==> src/rtl/hp_bar_pkg.sv <==
// Shared types, colours and helpers for the health-bar overlay stage.
package hp_bar_pkg;

    localparam logic [11:0] COL_BORDER = 12'h000;
    localparam logic [11:0] COL_EMPTY  = 12'h333;
    localparam logic [11:0] COL_HIGH   = 12'h0F0;
    localparam logic [11:0] COL_MID    = 12'hFF0;
    localparam logic [11:0] COL_LOW    = 12'hF00;
    localparam logic [11:0] COL_FLASH  = 12'hFFF;

    localparam logic [6:0] HP_MID = 7'd50;
    localparam logic [6:0] HP_LOW = 7'd20;

    typedef enum logic [1:0] {
        NONE = 2'b00,
        P1   = 2'b01,
        P2   = 2'b10,
        DRAW = 2'b11
    } winner_t;

    typedef struct packed {
        logic [10:0] hcount;
        logic [10:0] vcount;
        logic        hsync;
        logic        vsync;
        logic        hblnk;
        logic        vblnk;
        logic [11:0] rgb;
    } vga_pix_t;

    typedef struct packed {
        logic in_region;
        logic border;
        logic fill;
    } bar_flags_t;

    function automatic logic [6:0] clamp_hp(input logic [6:0] hp, input logic [6:0] cap);
        return (hp > cap) ? cap : hp;
    endfunction

    function automatic logic [11:0] fill_colour(input logic [6:0] disp, input logic flash);
        if (flash)                return COL_FLASH;
        else if (disp > HP_MID)   return COL_HIGH;
        else if (disp > HP_LOW)   return COL_MID;
        else                      return COL_LOW;
    endfunction

endpackage

==> src/rtl/vga_if.sv <==
// VGA timing and colour bundle passed between pipeline stages.
interface vga_if;
    logic [10:0] hcount;
    logic [10:0] vcount;
    logic        hsync;
    logic        vsync;
    logic        hblnk;
    logic        vblnk;
    logic [11:0] rgb;

    modport in  (input  hcount, vcount, hsync, vsync, hblnk, vblnk, rgb);
    modport out (output hcount, vcount, hsync, vsync, hblnk, vblnk, rgb);
endinterface

==> src/rtl/hp_bar_tracker.sv <==
// Per-player displayed-hp animation and hit-flash counter.
module hp_bar_tracker
    import hp_bar_pkg::*;
#(
    parameter int HP_MAX       = 100,
    parameter int FLASH_FRAMES = 32
) (
    input  logic       clk60MHz,
    input  logic       rst,
    input  logic       tick,
    input  logic [6:0] hp,
    output logic [6:0] disp,
    output logic       flash_phase
);

    localparam int             FW         = $clog2(FLASH_FRAMES + 1);
    localparam logic [6:0]     HP_CAP     = 7'(HP_MAX);
    localparam logic [FW-1:0]  FLASH_LOAD = FW'(FLASH_FRAMES);
    localparam logic [FW-1:0]  FLASH_ONE  = FW'(1);

    logic [6:0]    h;
    logic [6:0]    disp_d, disp_q;
    logic [6:0]    prev_h_d, prev_h_q;
    logic [FW-1:0] flash_d, flash_q;

    // NOTE: every always_comb output gets a default first so no path leaves it unassigned (no latch).
    always_comb begin
        h        = clamp_hp(hp, HP_CAP);
        disp_d   = disp_q;
        flash_d  = flash_q;
        prev_h_d = h;
        if (tick) begin
            if (h < disp_q)
                disp_d = disp_q - 7'd1;
            else if (h > disp_q)
                disp_d = h;
            if (flash_q != '0)
                flash_d = flash_q - FLASH_ONE;
        end
        // A hit outranks the frame decrement so a fresh hit always restarts the full flash.
        if (h < prev_h_q)
            flash_d = FLASH_LOAD;
    end

    // NOTE: sequential state uses non-blocking assignments so all flops sample the same pre-edge values.
    always_ff @(posedge clk60MHz or posedge rst) begin
        if (rst) begin
            disp_q   <= HP_CAP;
            prev_h_q <= HP_CAP;
            flash_q  <= '0;
        end else begin
            disp_q   <= disp_d;
            prev_h_q <= prev_h_d;
            flash_q  <= flash_d;
        end
    end

    assign disp        = disp_q;
    assign flash_phase = flash_q[2];

endmodule

==> src/rtl/draw_hp_bar.sv <==
// VGA stage overlaying two animated health bars; also latches game-over and winner.
module draw_hp_bar
    import hp_bar_pkg::*;
#(
    parameter int HP_MAX       = 100,
    parameter int BAR_Y        = 20,
    parameter int BAR_H        = 12,
    parameter int BAR1_X       = 40,
    parameter int BAR2_X       = 560,
    parameter int PX_PER_HP    = 2,
    parameter int FLASH_FRAMES = 32
) (
    input  logic       clk60MHz,
    input  logic       rst,
    input  logic [6:0] hp_player1,
    input  logic [6:0] hp_player2,
    vga_if.in          in,
    vga_if.out         out,
    output logic       game_over,
    output logic [1:0] winner
);

    localparam int          BAR_W  = HP_MAX * PX_PER_HP + 2;
    localparam logic [10:0] Y_LO   = 11'(BAR_Y);
    localparam logic [10:0] Y_HI   = 11'(BAR_Y + BAR_H - 1);
    localparam logic [10:0] X1_LO  = 11'(BAR1_X);
    localparam logic [10:0] X1_HI  = 11'(BAR1_X + BAR_W - 1);
    localparam logic [10:0] X1_IN  = 11'(BAR1_X + 1);
    localparam logic [10:0] X2_LO  = 11'(BAR2_X);
    localparam logic [10:0] X2_HI  = 11'(BAR2_X + BAR_W - 1);
    localparam logic [10:0] X2_IN  = 11'(BAR2_X + BAR_W - 2);
    localparam logic [8:0]  PX_LEN = 9'(PX_PER_HP);

    logic [6:0] disp1, disp2;
    logic       phase1, phase2;
    logic       tick;
    logic       vblnk_d, vblnk_q;
    logic       tick_d, tick_q;
    logic       game_over_d, game_over_q;
    winner_t    winner_d, winner_q;

    logic       row_in, row_edge;
    logic [8:0] len1, len2;
    vga_pix_t   s1_pix_d, s1_pix_q, s2_pix_d, s2_pix_q;
    bar_flags_t bar1_d, bar1_q, bar2_d, bar2_q;

    assign tick = in.vblnk & ~vblnk_q;

    hp_bar_tracker #(.HP_MAX(HP_MAX), .FLASH_FRAMES(FLASH_FRAMES)) u_track1 (
        .clk60MHz    (clk60MHz),
        .rst         (rst),
        .tick        (tick),
        .hp          (hp_player1),
        .disp        (disp1),
        .flash_phase (phase1)
    );

    hp_bar_tracker #(.HP_MAX(HP_MAX), .FLASH_FRAMES(FLASH_FRAMES)) u_track2 (
        .clk60MHz    (clk60MHz),
        .rst         (rst),
        .tick        (tick),
        .hp          (hp_player2),
        .disp        (disp2),
        .flash_phase (phase2)
    );

    // Game over looks one cycle after the tick, when disp already holds this frame's value.
    always_comb begin
        vblnk_d     = in.vblnk;
        tick_d      = tick;
        game_over_d = game_over_q;
        winner_d    = winner_q;
        if (tick_q && !game_over_q) begin
            if (disp1 == 7'd0 && disp2 == 7'd0) begin
                game_over_d = 1'b1;
                winner_d    = DRAW;
            end else if (disp1 == 7'd0) begin
                game_over_d = 1'b1;
                winner_d    = P2;
            end else if (disp2 == 7'd0) begin
                game_over_d = 1'b1;
                winner_d    = P1;
            end
        end
    end

    always_comb begin
        s1_pix_d = '{hcount: in.hcount, vcount: in.vcount, hsync: in.hsync, vsync: in.vsync,
                     hblnk: in.hblnk, vblnk: in.vblnk, rgb: in.rgb};
        row_in   = (in.vcount >= Y_LO) && (in.vcount <= Y_HI);
        row_edge = (in.vcount == Y_LO) || (in.vcount == Y_HI);
        len1     = 9'(disp1) * PX_LEN;
        len2     = 9'(disp2) * PX_LEN;

        bar1_d.in_region = row_in && (in.hcount >= X1_LO) && (in.hcount <= X1_HI);
        bar1_d.border    = bar1_d.in_region && (row_edge || in.hcount == X1_LO || in.hcount == X1_HI);
        bar1_d.fill      = bar1_d.in_region && !bar1_d.border && ((in.hcount - X1_IN) < {2'b00, len1});

        // Bar 2 drains towards its right edge, so measure from the right inner column.
        bar2_d.in_region = row_in && (in.hcount >= X2_LO) && (in.hcount <= X2_HI);
        bar2_d.border    = bar2_d.in_region && (row_edge || in.hcount == X2_LO || in.hcount == X2_HI);
        bar2_d.fill      = bar2_d.in_region && !bar2_d.border && ((X2_IN - in.hcount) < {2'b00, len2});
    end

    always_comb begin
        s2_pix_d = s1_pix_q;
        if (!(s1_pix_q.hblnk || s1_pix_q.vblnk)) begin
            if (bar1_q.in_region)
                s2_pix_d.rgb = bar1_q.border ? COL_BORDER
                             : bar1_q.fill   ? fill_colour(disp1, phase1) : COL_EMPTY;
            else if (bar2_q.in_region)
                s2_pix_d.rgb = bar2_q.border ? COL_BORDER
                             : bar2_q.fill   ? fill_colour(disp2, phase2) : COL_EMPTY;
        end
    end

    always_ff @(posedge clk60MHz or posedge rst) begin
        if (rst) begin
            vblnk_q     <= 1'b0;
            tick_q      <= 1'b0;
            game_over_q <= 1'b0;
            winner_q    <= NONE;
            s1_pix_q    <= '0;
            s2_pix_q    <= '0;
            bar1_q      <= '0;
            bar2_q      <= '0;
        end else begin
            vblnk_q     <= vblnk_d;
            tick_q      <= tick_d;
            game_over_q <= game_over_d;
            winner_q    <= winner_d;
            s1_pix_q    <= s1_pix_d;
            s2_pix_q    <= s2_pix_d;
            bar1_q      <= bar1_d;
            bar2_q      <= bar2_d;
        end
    end

    assign out.hcount = s2_pix_q.hcount;
    assign out.vcount = s2_pix_q.vcount;
    assign out.hsync  = s2_pix_q.hsync;
    assign out.vsync  = s2_pix_q.vsync;
    assign out.hblnk  = s2_pix_q.hblnk;
    assign out.vblnk  = s2_pix_q.vblnk;
    assign out.rgb    = s2_pix_q.rgb;
    assign game_over  = game_over_q;
    assign winner     = winner_q;

endmodule

==> src/flat_wrapper.sv <==
// flat-port wrapper written by rule: the top's interface ports become plain ports
module draw_hp_bar_flat import hp_bar_pkg::*;
#(
    parameter int HP_MAX       = 100,
    parameter int BAR_Y        = 20,
    parameter int BAR_H        = 12,
    parameter int BAR1_X       = 40,
    parameter int BAR2_X       = 560,
    parameter int PX_PER_HP    = 2,
    parameter int FLASH_FRAMES = 32
)
  (clk60MHz, rst, hp_player1, hp_player2, game_over, winner, in_hcount, in_vcount, in_hsync, in_vsync, in_hblnk, in_vblnk, in_rgb, out_hcount, out_vcount, out_hsync, out_vsync, out_hblnk, out_vblnk, out_rgb);
  vga_if in_i ();
  vga_if out_i ();
  input  logic clk60MHz;
  input  logic rst;
  input  logic [6:0] hp_player1;
  input  logic [6:0] hp_player2;
  output logic game_over;
  output logic [1:0] winner;
  input wire logic [$bits(in_i.hcount)-1:0] in_hcount;
  input wire logic [$bits(in_i.vcount)-1:0] in_vcount;
  input wire logic [$bits(in_i.hsync)-1:0] in_hsync;
  input wire logic [$bits(in_i.vsync)-1:0] in_vsync;
  input wire logic [$bits(in_i.hblnk)-1:0] in_hblnk;
  input wire logic [$bits(in_i.vblnk)-1:0] in_vblnk;
  input wire logic [$bits(in_i.rgb)-1:0] in_rgb;
  output wire logic [$bits(out_i.hcount)-1:0] out_hcount;
  output wire logic [$bits(out_i.vcount)-1:0] out_vcount;
  output wire logic [$bits(out_i.hsync)-1:0] out_hsync;
  output wire logic [$bits(out_i.vsync)-1:0] out_vsync;
  output wire logic [$bits(out_i.hblnk)-1:0] out_hblnk;
  output wire logic [$bits(out_i.vblnk)-1:0] out_vblnk;
  output wire logic [$bits(out_i.rgb)-1:0] out_rgb;
  assign in_i.hcount = in_hcount;
  assign in_i.vcount = in_vcount;
  assign in_i.hsync = in_hsync;
  assign in_i.vsync = in_vsync;
  assign in_i.hblnk = in_hblnk;
  assign in_i.vblnk = in_vblnk;
  assign in_i.rgb = in_rgb;
  assign out_hcount = out_i.hcount;
  assign out_vcount = out_i.vcount;
  assign out_hsync = out_i.hsync;
  assign out_vsync = out_i.vsync;
  assign out_hblnk = out_i.hblnk;
  assign out_vblnk = out_i.vblnk;
  assign out_rgb = out_i.rgb;
  draw_hp_bar #(.HP_MAX(HP_MAX), .BAR_Y(BAR_Y), .BAR_H(BAR_H), .BAR1_X(BAR1_X), .BAR2_X(BAR2_X), .PX_PER_HP(PX_PER_HP), .FLASH_FRAMES(FLASH_FRAMES)) u_core (.clk60MHz(clk60MHz), .rst(rst), .hp_player1(hp_player1), .hp_player2(hp_player2), .in(in_i), .out(out_i), .game_over(game_over), .winner(winner));
endmodule
==> config.mk <==
export PLATFORM = sky130hd
export DESIGN_NAME = draw_hp_bar_flat
export DESIGN_NICKNAME = d
export VERILOG_FILES = /design/src/rtl/hp_bar_pkg.sv /design/src/rtl/vga_if.sv /design/src/rtl/hp_bar_tracker.sv /design/src/rtl/draw_hp_bar.sv /design/src/flat_wrapper.sv
export SDC_FILE = /design/constraint.sdc
export NUM_CORES = 1
export LEC_CHECK = 0
export CORE_UTILIZATION = 25
export CTS_CLUSTER_DIAMETER = 100
export DETAILED_ROUTE_END_ITERATION = 16
export SLEW_MARGIN = 20
export SYNTH_ARGS = -nofsm -noshare
export SYNTH_HDL_FRONTEND = slang
export SYNTH_SLANG_ARGS = --single-unit
==> constraint.sdc <==
create_clock -name clk60MHz -period 4.2 [get_ports clk60MHz]
set_input_delay 1.05 -clock clk60MHz [delete_from_list [all_inputs] [get_ports clk60MHz]]
set_output_delay 1.05 -clock clk60MHz [all_outputs]
set_load 0.005 [all_outputs]
## Word-level counts from Yosys, hierarchy flattened

Cells that the tools add are included.

- Muxes and demuxes: 31
- Add/subtract/negate cells: 6
- Divide/modulo/power cells: 0
- Bitwise logic cells: 2
- $mul: 0
- Shifts and indexed selects: 0
- Magnitude comparators: 20
- Equality and inequality tests: 6
- Reduce and logical (&&, ||, !) cells: 38

Operators with widths:

| kind | count |
|---|---|
| 2-to-1 mux 12 bit | 11 |
| 2-to-1 mux 7 bit | 6 |
| 2-to-1 mux 6 bit | 6 |
| < comparator 7 bit | 4 |
| equality test 11 x 10 -> 1 bit (second input constant) | 2 |
| equality test 11 x 5 -> 1 bit (second input constant) | 2 |
| < comparator 11 x 8 -> 1 bit | 2 |
| 2-to-1 mux 8 bit | 2 |
| greater-than comparator 7 x 5 -> 1 bit (second input constant) | 2 |
| greater-than comparator 7 x 6 -> 1 bit (second input constant) | 2 |
| greater-than comparator 7 bit | 2 |
| greater-than comparator 7 bit (second input constant) | 2 |
| logical NOT 7 bit | 2 |
| subtractor 7 x 1 -> 7 bit (second input constant) | 2 |
| logical AND 1 bit | 13 |
| nonzero test 2 bit | 6 |
| nonzero test 6 bit | 2 |
| subtractor 6 x 1 -> 6 bit (second input constant) | 2 |
| equality test 11 x 6 -> 1 bit (second input constant) | 1 |
| equality test 11 x 8 -> 1 bit (second input constant) | 1 |
| >= comparator 11 x 10 -> 1 bit (second input constant) | 1 |
| >= comparator 11 x 5 -> 1 bit (second input constant) | 1 |
| >= comparator 11 x 6 -> 1 bit (second input constant) | 1 |
| less-or-equal comparator 11 x 10 -> 1 bit (second input constant) | 1 |
| 12 further kinds | 27 |

- Memories: 0
- Register bits: 126
- Latch bits: 0
- Memory bits (writable): 0
- Bits in read-only memories: 0

## Longest topological paths before layout

- Word-level depth: 9
- Depth in mapped cells: 10
- Mapped depth without buffers: 10

## Hierarchy

From an unflattened synthesis, not the netlist that was laid out.

- Cells, all modules: 589
- Area total of the unflattened synthesis: 6189.7 µm²

By module, submodules not included:

| module | cells each | area each (µm²) | instances | seq. area each (µm²) |
|---|---|---|---|---|
| draw_hp_bar | 307 | 3587.2 | 1 | 2152.1 |
| hp_bar_tracker | 141 | 1301.2 | 2 | 508.0 |

## Worst setup path before layout

No wires, ideal clock.

- Path kind: in2reg
- Start: in hp_player2[2]
- End: reg u_core.u_track2.disp_q[3] (netlist: u_core.u_track2.disp[3])
- Setup time: 0.137 ns
- Setup slack: 0.841 ns
- Cell stages on the path: 9
- Data required time: 4.063 ns
- Path buffers: 1
- Arrival: 3.223 ns
- Cell sequence: o311ai_0 > and2_1 > ha_1 > and4_1 > a21boi_0 > nor2_1 > clkbuf_1 > mux2i_1 > o22ai_1

- Word-level cells in the longest chain between the ends: 5
- Elaborated cells between the ends (all ways): 8
- Those cells by class: order compare: 3; mux: 3; reduce/logical: 2

RTL lines:

| what | line | RTL |
|---|---|---|
| start, declared | flat_wrapper.sv:18 | `input logic [6:0] hp_player2;` |
| greater-than comparator 7 bit (*) | hp_bar_pkg.sv:38 | `return (hp > cap) ? cap : hp;` |
| 2-to-1 mux 7 bit (*) | hp_bar_pkg.sv:38 |  |
| named net u_core.u_track2.h[4] | hp_bar_tracker.sv:21 | `logic [6:0] h;` |
| < comparator 7 bit or greater-than comparator 7 bit (tied branches) | hp_bar_tracker.sv:33, hp_bar_tracker.sv:35 |  |
| nonzero test 2 bit (no source line) | -- |  |
| AND reduction 2 bit (no source line) | -- |  |
| end signal, assigned | hp_bar_tracker.sv:52 | `disp_q <= disp_d;` |
| end, declared | hp_bar_tracker.sv:22 | `logic [6:0] disp_d, disp_q;` |

Mark *: on every way through the listed nets, which the timed path passes. The rest lies on a longest branch. The select of a mux whose other input is x is not followed.
A chain may end at the register's enable or synchronous reset.

## Worst setup path after layout

Same ends and word-level chain as after synthesis.

==> summary.md <==
| Metric | Value |
|---|---|
| Synth cell types | 64 |
| Post-synth top area share | 0.475 |
| Pre-CTS setup slack | 0.158 ns |
| Total gr overflow | 0 |
| Sw frac | 0.325 |
| Status | finished, final reports clean |
| Reg clk slew, reported paths | 0.06 ns |
| First-pass GRT wire length | 23200 um |
| Clock Power Share | 0.357 |
| Clk sinks | 126 |
| Sequential cell area | 3170 sq um |
| Cell Rows | 56 |
| Peak VDD IR | 234 uV |
| H-tree lvl count | 4 |
| Nets | 778 |
| Maxcap violations | 0 |
| Seq/Total Area, Yosys | 0.527 |
| Tightest Pin Transition | 0.920 ns |
| Sw power | 0.00133 W |
| Largest net degree at the start of global routing | 54 |
| Skew final | 0.00809 ns |
| Post-CTS Setup Inserts | 0 |
| Layout cells sized above 1 | 0.0972 |
| Commonest non-fill, non-tap cell in the layout | dfrtp_1 |
| CP Data Arrival Time | 3.93 ns |
| Setup TNS | 0 ns |
| WP data required | 4.49 ns |
| IO Pins | 95 |
| CP Class | primary input to register |
| Reg2Reg Depth | 7 |
| Initial core utilization | 0.255 |
| Starting DRT DRC Count | 217 |
| Max Root-Sink Buffers | 2 |
| Fin. max-slew vios | 0 |
| Power Dens Cells | 509 nW/um^2 |
| DIE WIDTH | 157 um |
| Fin. Hold Viols | 0 |
| Port Buf Inserts | 94 |
| Chip Height | 157 um |
| Synth area leaders | dfrtp_1 (47%), ha_1 (10%), dfstp_2 (5.2%), inv_1 (3.6%), a21oi_1 (3.3%) |
| Main synth FF type | dfrtp_1 |
| Leak | 3.49 nW |
| Hold Buf Count CTS | 0 |
| Initial antenna violation count | 0 |
| Final period util | 0.868 |
| Worst Hold Class | register to register |
| Setup WS post-layout | 0.556 ns |
| RSZ-0062 raised after global routing | no |
| # diodes | 0 |
| Crit path launch type | primary input |
| RePlAce Congestion | 0.808 |
| Mapped cell area | 6010 sq um |
| Num CTS Buffers | 17 |
| Final min period | 3.64 ns |
| Mapped Nets | 666 |
| CP max FO | 11 |
| Via density | 4.47 |
| Post-CTS sizing | 0 |
| Layout area overhead | 33.2% |
| Synth Register Bits | 126 |
| Die area | 24700 sq um |
| Multi-input gate area | 2570 sq um |
| Drt drc | 0 |
| Ys Warns | 0 |
| Clock latency on the worst-skew pair | 0.42 ns |
| Vias | 4503 |
| Core box area | 23500 sq um |
| WHS Path Cells | 0 |
| Rel. slew slack | 0.385 |
| Reg power frac | 0.372 |
| Wire per inst | 13.9 um |
| Routed Antenna Nets | 0 |
| Ys async rst share | 1.00 |
| # placed instances | 976 |
| # fillers | 2409 |
| DR pass1 iterations | 6 |
| Hold_ws | 0.343 ns |
| Final Instance Count excl. Fillers | 1008 |
| Endpoints failing setup | 0 |
| Post-synth EDFFs | 0 |
| Vias in the first global route | 4476 |
| GRT Util Overall | 0.122 |
| Clock Tree Root | clkbuf_16 |
| CP endpoint kind | register |
| Routed wire length | 14000 um |
| Most frequent cells in the layout | dfrtp_1 (114), clkdlybuf4s50_1 (94), inv_1 (56), ha_1 (48), nor2_1 (42) |
| Syn avg cell area | 10.7 sq um |
| CTS tree | built |
| Post-DP HPWL | 10700 um |
| F_max | 274 MHz |
| Int Power | 0.00275 W |
| Post-Syn Instances | 564 |
| Tot Pwr | 0.00408 W |
| Comb power frac | 0.270 |
| Largest area contributor in the synthesized netlist | dfrtp_1 |
state kept, by name, indices dropped and copies added (netlist names):
| name | count |
|---|---|
| u_core.tick_q | 1 |
| u_core.bar1_q | 3 |
| u_core.out.hblnk | 1 |
| u_core.bar2_q | 3 |
| u_core.u_track1.disp | 7 |
| u_core.u_track2.disp | 7 |
| u_core.winner | 2 |
| u_core.out.vcount | 11 |
| u_core.out.hcount | 11 |
| u_core.u_track2.flash_q | 6 |
| u_core.u_track1.prev_h_q | 7 |
| u_core.out.vsync | 1 |
| u_core.game_over | 1 |
| u_core.s1_pix_q | 37 |
| u_core.out.hsync | 1 |
| u_core.u_track2.prev_h_q | 7 |
| u_core.vblnk_q | 1 |
| u_core.out.rgb | 12 |
| u_core.u_track1.flash_q | 6 |
| u_core.out.vblnk | 1 |
per-stage QoR:
step,cell area [sq um],util
final,8010,0.340
after global routing,8010,0.340
after CTS,8010,0.340
after detailed placement,7420,0.315
after global placement,7420,0.315
after floorplan,6020,-
logic make-up after synthesis:
kind of cell | synth area share
and+or+nand+nor | 0.131
AOI/OAI and AO/OA | 0.154
DFF | 0.527
buffers and inverters | 0.0462
adders and majority gates | 0.0999
xor gates and xnor gates | 0.0248
muxes | 0.0171
path summary, 6_finish.rpt:
path / slack, ns / to / startpoint
worst min-delay path: 0.34 / u_core.out.hcount[8]$_DFF_PP0_ / u_core.s1_pix_q[35]$_DFF_PP0_
min in group asynchronous: 1.11 / u_core.out.vsync$_DFF_PP0_ / rst
worst max register to register: 1.50 / u_core.u_track2.disp[3]$_DFFE_PP0P_ / u_core.u_track2.disp[5]$_DFFE_PP1P_
worst max-delay path: 0.56 / u_core.u_track2.disp[3]$_DFFE_PP0P_ / hp_player2[2]
worst min register to register: 0.34 / u_core.out.hcount[8]$_DFF_PP0_ / u_core.s1_pix_q[35]$_DFF_PP0_
max in group asynchronous: 2.33 / u_core.u_track1.prev_h_q[2]$_DFF_PP1_ / rst
power by group through the flow:
stage / registers (W) / clock network [W] / logic, W
6_report: 0.00152 / 0.00146 / 0.00110
5_1_grt: 0.00154 / 0.00156 / 0.00126
4_1_cts: 0.00152 / 0.00150 / 0.00111
3_5_place_dp: 0.00154 / 0 / 0.00110
3_3_place_gp: 0.00153 / 0 / 0.00109
2_1_floorplan: 0.00148 / 0 / 0.000744
synth_stat cells (3+ instances only):
library cell and n:
a22oi_1 3, nand2_1 27, o21a_1 4, nand2b_1 7
nor4_1 4, inv_1 57, and4_1 3, dfstp_2 12
nand4_1 7, a211oi_1 10, nor3_1 8, or3_1 6
nor2_1 42, nor2b_1 6, a21o_1 8, nor4b_1 3
o21ai_0 29, xor2_1 7, a21oi_1 40, nand3_1 10
mux2i_1 8, dfrtp_1 114, ha_1 48, o211ai_1 6
clkbuf_1 13, a31oi_1 7, nand3b_1 5, xnor2_1 10
o22ai_1 4, and2_1 8, a21boi_0 3
worst max-delay path, cell delays in order:
cell,delay [ns]
clkdlybuf4s50_1,0.42
o311ai_0,0.33
buf_4,0.19
and2_1,0.22
ha_1,0.26
and4_1,0.19
a21boi_0,0.17
nor2_1,0.74
mux2i_1,0.27
o22ai_1,0.10
routing by layer:
layer	vias up	GRT usage	wire length, um
met5	-	0	0
met4	0	0.0351	146
met3	13	0.0385	720
met2	102	0.189	6370
met1	2154	0.164	6750
li1	2234	-	-
final cells by class:
class | instances | area share
well taps | 319 | 0.0498
flip-flops and latches | 126 | 0.396
clock buffers | 17 | 0.0531
clock inverters | 15 | 0.0202
inverters | 57 | 0.0272
multi-input cells | 366 | 0.320
repair buffers | 108 | 0.134
Note: power is estimated with default switching activity, not from simulation.
